### src/rtl/alu_exec_unit_if.sv
// Operand/result handshake bundle between register-read, the execution unit and writeback.
interface alu_exec_if #(
  parameter int unsigned WIDTH = 32
);
  logic             in_valid;
  logic             in_ready;
  logic [3:0]       alu_control;
  logic [WIDTH-1:0] src_a;
  logic [WIDTH-1:0] src_b;
  logic             out_valid;
  logic             out_ready;
  logic [WIDTH-1:0] result;
  logic             zero;
  logic             overflow;
  logic             illegal;
  logic [15:0]      op_count;

  // Upstream producer / downstream consumer side
  modport master (
    output in_valid, alu_control, src_a, src_b, out_ready,
    input  in_ready, out_valid, result, zero, overflow, illegal, op_count
  );

  // Execution unit side
  modport slave (
    input  in_valid, alu_control, src_a, src_b, out_ready,
    output in_ready, out_valid, result, zero, overflow, illegal, op_count
  );
endinterface

### src/rtl/alu_exec_unit.sv
// Two-stage pipelined ALU: S1 captures operands, S2 holds the computed result and flags.
module alu_exec_unit #(
  parameter int unsigned WIDTH = 32
) (
  input logic       clk,
  input logic       rst_n,
  alu_exec_if.slave bus
);

  localparam logic [3:0] OP_ADD = 4'b0000;
  localparam logic [3:0] OP_SUB = 4'b0001;
  localparam logic [3:0] OP_AND = 4'b0010;
  localparam logic [3:0] OP_OR  = 4'b0011;
  localparam logic [3:0] OP_XOR = 4'b0100;
  localparam logic [3:0] OP_SLT = 4'b0101;
  localparam int unsigned CNT_W = 16;

  logic             s1_valid;
  logic [WIDTH-1:0] s1_a;
  logic [WIDTH-1:0] s1_b;
  logic [3:0]       s1_ctrl;

  logic             s2_valid;
  logic [WIDTH-1:0] s2_result;
  logic             s2_zero;
  logic             s2_overflow;
  logic             s2_illegal;
  logic [CNT_W-1:0] count;

  logic             s2_free;
  logic             s1_adv;
  logic             in_fire;
  logic             out_fire;

  logic [WIDTH-1:0] sum;
  logic [WIDTH-1:0] diff;
  logic             slt_bit;
  logic [WIDTH-1:0] alu_res;
  logic             alu_ovf;
  logic             alu_ill;

  // Handshake and advance control; out_ready is the only combinational input to in_ready
  assign s2_free  = !s2_valid || bus.out_ready;
  assign s1_adv   = s1_valid && s2_free;
  assign in_fire  = bus.in_valid && bus.in_ready;
  assign out_fire = s2_valid && bus.out_ready;

  assign bus.in_ready  = !s1_valid || s2_free;
  assign bus.out_valid = s2_valid;
  assign bus.result    = s2_result;
  assign bus.zero      = s2_zero;
  assign bus.overflow  = s2_overflow;
  assign bus.illegal   = s2_illegal;
  assign bus.op_count  = count;

  assign sum     = s1_a + s1_b;
  assign diff    = s1_a - s1_b;
  // Signed compare directly, so the answer is correct even when a-b would overflow
  assign slt_bit = $signed(s1_a) < $signed(s1_b);

  // Operation decode and flag generation for the bundle held in S1
  always_comb begin
    alu_res = '0;
    alu_ovf = 1'b0;
    alu_ill = 1'b0;
    case (s1_ctrl)
      OP_ADD: begin
        alu_res = sum;
        alu_ovf = (s1_a[WIDTH-1] == s1_b[WIDTH-1]) && (sum[WIDTH-1] != s1_a[WIDTH-1]);
      end
      OP_SUB: begin
        alu_res = diff;
        alu_ovf = (s1_a[WIDTH-1] != s1_b[WIDTH-1]) && (diff[WIDTH-1] != s1_a[WIDTH-1]);
      end
      OP_AND:  alu_res = s1_a & s1_b;
      OP_OR:   alu_res = s1_a | s1_b;
      OP_XOR:  alu_res = s1_a ^ s1_b;
      OP_SLT:  alu_res = {{(WIDTH-1){1'b0}}, slt_bit};
      default: alu_ill = 1'b1;
    endcase
  end

  // S1: capture on input handshake, empty when moved on to S2
  always_ff @(posedge clk or negedge rst_n) begin
    if (!rst_n) begin
      s1_valid <= 1'b0;
      s1_a     <= '0;
      s1_b     <= '0;
      s1_ctrl  <= '0;
    end else if (in_fire) begin
      s1_valid <= 1'b1;
      s1_a     <= bus.src_a;
      s1_b     <= bus.src_b;
      s1_ctrl  <= bus.alu_control;
    end else if (s1_adv) begin
      s1_valid <= 1'b0;
    end
  end

  // S2: result register, held stable while the consumer stalls
  always_ff @(posedge clk or negedge rst_n) begin
    if (!rst_n) begin
      s2_valid    <= 1'b0;
      s2_result   <= '0;
      s2_zero     <= 1'b0;
      s2_overflow <= 1'b0;
      s2_illegal  <= 1'b0;
    end else if (s1_adv) begin
      s2_valid    <= 1'b1;
      s2_result   <= alu_res;
      s2_zero     <= (alu_res == '0);
      s2_overflow <= alu_ovf;
      s2_illegal  <= alu_ill;
    end else if (out_fire) begin
      s2_valid    <= 1'b0;
    end
  end

  // Completed output handshakes, wrapping modulo 2^16
  always_ff @(posedge clk or negedge rst_n) begin
    if (!rst_n) begin
      count <= '0;
    end else if (out_fire) begin
      count <= count + CNT_W'(1);
    end
  end

endmodule

### src/flat_wrapper.sv
// flat-port wrapper written by rule: the top's interface ports become plain ports
module alu_exec_unit_flat 
#(
  parameter int unsigned WIDTH = 32
)
  (clk, rst_n, bus_in_valid, bus_alu_control, bus_src_a, bus_src_b, bus_out_ready, bus_in_ready, bus_out_valid, bus_result, bus_zero, bus_overflow, bus_illegal, bus_op_count);
  alu_exec_if #(.WIDTH(WIDTH)) bus_i ();
  input logic clk;
  input logic rst_n;
  input wire logic [$bits(bus_i.in_valid)-1:0] bus_in_valid;
  input wire logic [$bits(bus_i.alu_control)-1:0] bus_alu_control;
  input wire logic [$bits(bus_i.src_a)-1:0] bus_src_a;
  input wire logic [$bits(bus_i.src_b)-1:0] bus_src_b;
  input wire logic [$bits(bus_i.out_ready)-1:0] bus_out_ready;
  output wire logic [$bits(bus_i.in_ready)-1:0] bus_in_ready;
  output wire logic [$bits(bus_i.out_valid)-1:0] bus_out_valid;
  output wire logic [$bits(bus_i.result)-1:0] bus_result;
  output wire logic [$bits(bus_i.zero)-1:0] bus_zero;
  output wire logic [$bits(bus_i.overflow)-1:0] bus_overflow;
  output wire logic [$bits(bus_i.illegal)-1:0] bus_illegal;
  output wire logic [$bits(bus_i.op_count)-1:0] bus_op_count;
  assign bus_i.in_valid = bus_in_valid;
  assign bus_i.alu_control = bus_alu_control;
  assign bus_i.src_a = bus_src_a;
  assign bus_i.src_b = bus_src_b;
  assign bus_i.out_ready = bus_out_ready;
  assign bus_in_ready = bus_i.in_ready;
  assign bus_out_valid = bus_i.out_valid;
  assign bus_result = bus_i.result;
  assign bus_zero = bus_i.zero;
  assign bus_overflow = bus_i.overflow;
  assign bus_illegal = bus_i.illegal;
  assign bus_op_count = bus_i.op_count;
  alu_exec_unit #(.WIDTH(WIDTH)) u_core (.clk(clk), .rst_n(rst_n), .bus(bus_i));
endmodule
### config.mk
export PLATFORM = sky130hd
export DESIGN_NAME = alu_exec_unit_flat
export DESIGN_NICKNAME = d
export VERILOG_FILES = /design/src/rtl/alu_exec_unit_if.sv /design/src/rtl/alu_exec_unit.sv /design/src/flat_wrapper.sv
export SDC_FILE = /design/constraint.sdc
export NUM_CORES = 1
export LEC_CHECK = 0
export CAP_MARGIN = 20
export CORE_MARGIN = 3
export CORE_UTILIZATION = 35
export CTS_CLUSTER_DIAMETER = 200
export DETAILED_ROUTE_END_ITERATION = 7
export PLACE_DENSITY_LB_ADDON = 0.25
export SYNTH_ARGS = -nofsm -noshare
export SYNTH_HDL_FRONTEND = slang
export SYNTH_SLANG_ARGS = --single-unit
### constraint.sdc
create_clock -name clk -period 4.81 [get_ports clk]
set_clock_uncertainty 0.2 [all_clocks]
set_input_delay 0.481 -clock clk [delete_from_list [all_inputs] [get_ports clk]]
set_output_delay 0.481 -clock clk [all_outputs]
set_load 0.05 [all_outputs]
==> results.sh <==
export IMPL_antenna_found_initial=0
export IMPL_synth_ff_type="dfrtp_1"
export IMPL_dp_cells=1661
export IMPL_power_share_clock_pct=23.6
export IMPL_drv_slew=0
export IMPL_clock_latency_ps=440
export IMPL_max_freq_ghz=0.2275
export IMPL_fin_crit_ps=4395
export IMPL_hp_start="u_core.bus.result[14]$_DFFE_PN0P_"
export IMPL_cts_buffers=17
export IMPL_die_y_um=176.9
export IMPL_critical_path_required_ps=4950
export IMPL_die_w_um=176.9
export IMPL_cts_clk_slew_worst_paths_ps=70
export IMPL_crit_arrival_ps=4530
export IMPL_p_switching_mw=2.680
export IMPL_finalNonFillerCells=1694
export IMPL_io_buffers=124
export IMPL_syn_area_per_cell_um2=8.498
export IMPL_place_congestion=0.9733
export IMPL_grt_overflow=0
export IMPL_min_path_type="flip-flop to flip-flop"
export IMPL_cts_root_buf="clkbuf_16"
export IMPL_num_io_pins=125
export IMPL_startpoint_type="flip-flop"
export IMPL_hpwlAfterDp_mm=25.02
export IMPL_core_area_um2=28320
export IMPL_clockBufferDepth=2
export IMPL_grt_pass1_vias=9360
export IMPL_ys_seq_area_share_pct=29.62
export IMPL_ctsResizeCount=0
export IMPL_nFillCells=2804
export IMPL_max_stage_delay_ps=510
export IMPL_synth_most_common_cell="dfrtp_1"
export IMPL_grt_total_usage_pct=21.18
export IMPL_drc=0
export IMPL_initial_core_util_pct=36.11
export IMPL_crit_chain="ha_1 -> fa_1 -> a21oi_1 -> o221ai_1 -> a2111oi_0 -> buf_4 -> o31a_1 -> nor2_1 -> a2bb2oi_1 -> nor3_2 -> nand4_1 -> nor4_1 -> nand4b_1 -> o41ai_2"
export IMPL_synth_top_area_share_pct=29.62
export IMPL_htree_levels=4
export IMPL_cts_tree="yes"
export IMPL_synth_edf_count=0
export IMPL_power_density_nw_per_um2=457.4
export IMPL_intPower_mw=3.035
export IMPL_crit_slowest_cell="fa_1"
export IMPL_p_leak_nw=5.377
export IMPL_nets=1481
export IMPL_wirelength_mm=33.34
export IMPL_synth_seq_cells=121
export IMPL_crit_fanout=5
export IMPL_dr_first_iter_drc_count=931
export IMPL_antenna_cells=0
export IMPL_grt_max_degree=69
export IMPL_outcome="completed"
export IMPL_fin_tns_setup_ps=0
export IMPL_yosys_warnings=0
export IMPL_synthesis_area_um2=10220
export IMPL_power_frac_seq_pct=24.9
export IMPL_synthCells=1203
export IMPL_postRouteAntennaNets=0
export IMPL_row_count=61
export IMPL_num_vias=9690
export IMPL_drive_gt1_share_pct=12.16
export IMPL_dieArea_um2=31300
export IMPL_synthArstFlopShare_pct=100.0
export IMPL_synth_common_cells="121 x dfrtp_1, 106 x nand2_1, 104 x ha_1"
export IMPL_rr_startpoint="u_core.s1_b[0]$_DFFE_PN0P_"
export IMPL_period_share_pct=91.37
export IMPL_final_seq_area_um2=3029
export IMPL_multi_input_area_um2=6569
export IMPL_maxSlewHeadroom_pct=30.98
export IMPL_grt_setup_unrepaired="false"
export IMPL_vias_per_cell=5.720
export IMPL_yosysTopAreaCell="dfrtp_1"
export IMPL_setup_viol=0
export IMPL_hold_viol=0
export IMPL_grt_first_pass_wirelength_mm=52.53
export IMPL_cap_violations=0
export IMPL_swShare_pct=46.90
export IMPL_cts_sinks=121
export IMPL_yosys_top_cells_area="dfrtp_1 30%, ha_1 13%, mux2_2 7.8%, a21oi_1 4.4%, nand2_1 3.9%"
export IMPL_end_kind="flip-flop"
export IMPL_tightest_slew_ps=1035
export IMPL_crit_type="flip-flop to flip-flop"
export IMPL_pwr_share_comb_pct=51.6
export IMPL_peakVddDrop_v=0.0003105
export IMPL_synthToLayoutAreaGrowth_pct=22.20
export IMPL_crit_start="u_core.s1_b[0]$_DFFE_PN0P_"
export IMPL_synth_cell_types=86
export IMPL_first_pass_iters=6
export IMPL_wl_per_cell_um=19.68
export IMPL_syn_nets=1381
power groups by stage:
stage / clock (mW) / combinational [mW] / sequential, mW
4_1_cts: 1.38 / 2.91 / 1.42
3_3_place_gp: 0 / 2.88 / 1.43
3_5_place_dp: 0 / 2.89 / 1.44
6_report: 1.35 / 2.95 / 1.42
2_1_floorplan: 0 / 1.64 / 1.77
5_1_grt: 1.42 / 3.18 / 1.46
registers in the layout, summed over array words and instances, names as in the netlist:
register and flops:
u_core.bus.illegal 1, u_core.s1_a 32, u_core.bus.overflow 1, u_core.bus.result 32, u_core.s1_valid 1, u_core.s1_ctrl 4
u_core.s1_b 32, u_core.bus.zero 1, u_core.bus.out_valid 1, u_core.bus.op_count 16
stage by stage:
stage | area (µm²) | utilization [%] | power (mW) | setup slack [ps] | hold slack, ps
after detailed placement | 11880 | 41.96 | 4.327 | 542.6 | 258.8
after floorplan | 10220 | - | 3.404 | 1023 | -14.59
final | 12490 | 44.12 | 5.715 | 415.0 | 263.1
after global placement | 11880 | 41.96 | 4.314 | 615.7 | 252.3
after global routing | 12490 | 44.12 | 6.059 | 133.7 | 300.6
after CTS | 12490 | 44.12 | 5.709 | 520.4 | 273.1
critical path: cells and delay by family (launching register included):
family          cells  cell delay [ps]
compound gates      6             1710
fa+ha+maj           2              790
buf+inv             1              220
flops               1              410
simple gates        5              960
cell type report:
class / instances / share of cell area, %
well taps: 378 / 3.786
multi-input cells: 913 / 52.58
clock inverters: 15 / 1.422
flip-flops and latches: 121 / 24.25
clock buffers: 17 / 3.405
repair buffers: 152 / 11.62
inverters: 98 / 2.944
path summary, 6_finish.rpt:
check,to,slack (ps),cells past startpoint
worst max-delay path,u_core.bus.zero$_DFFE_PN0P_,420,14
worst min-delay path,u_core.bus.result[14]$_DFFE_PN0P_,260,2
worst max register to register,u_core.bus.zero$_DFFE_PN0P_,420,14
worst min register to register,u_core.bus.result[14]$_DFFE_PN0P_,260,2
max in group asynchronous,u_core.bus.op_count[15]$_DFFE_PN0P_,3050,3
min in group asynchronous,u_core.bus.result[16]$_DFFE_PN0P_,370,2
metal layers:
metal  up-vias  GRT usage [%]  part of all wire (%)
li1       4543              -                     -
met1      4707          29.95                    46
met2       403          33.22                    45
met3        37          4.054                   7.4
met4         0          5.565                   1.6
met5         -              0                     0
cell families (layout without fill, tap and decap cells):
family                     count (synthesis)  after routing  share of synthesized area [%]
adders and majority gates                106            106                          13.12
and+or+nand+nor                          331            331                          15.45
DFF                                      121            121                          29.62
buffers and inverters                    169            282                          6.401
xor gates and xnor gates                  29             29                          2.484
muxes                                     72             72                          7.918
AOI/OAI and AO/OA                        375            375                          25.02
layout by cell type, fill, tap and decap left out, types with 6 or more instances in the layout:
cell	instances
o31ai_1	13
buf_4	28
a31oi_1	12
nand2_1	105
xnor2_1	25
a21o_1	12
a221o_1	8
nand2b_1	16
o21bai_1	12
o31a_1	6
a211o_1	8
a22o_1	6
nor4_1	11
a211oi_1	18
o21ai_0	69
a21oi_1	89
nand4_1	16
nand3_1	25
clkdlybuf4s50_1	123
inv_1	93
mux2_2	71
o211ai_1	22
dfrtp_1	120
o21a_1	10
clkbuf_16	17
ha_1	104
o221ai_1	8
or3_1	7
o2111ai_1	6
a2111oi_0	6
nor2_1	82
o21ai_1	12
nor2b_1	11
nor3_1	22
and3_1	8
timing repair:
item                                   CTS  global route
endpoints found under the hold margin   35             0
buffers inserted                         0             0
hold buffers                             1             0
(Power assumes the default switching activity.)
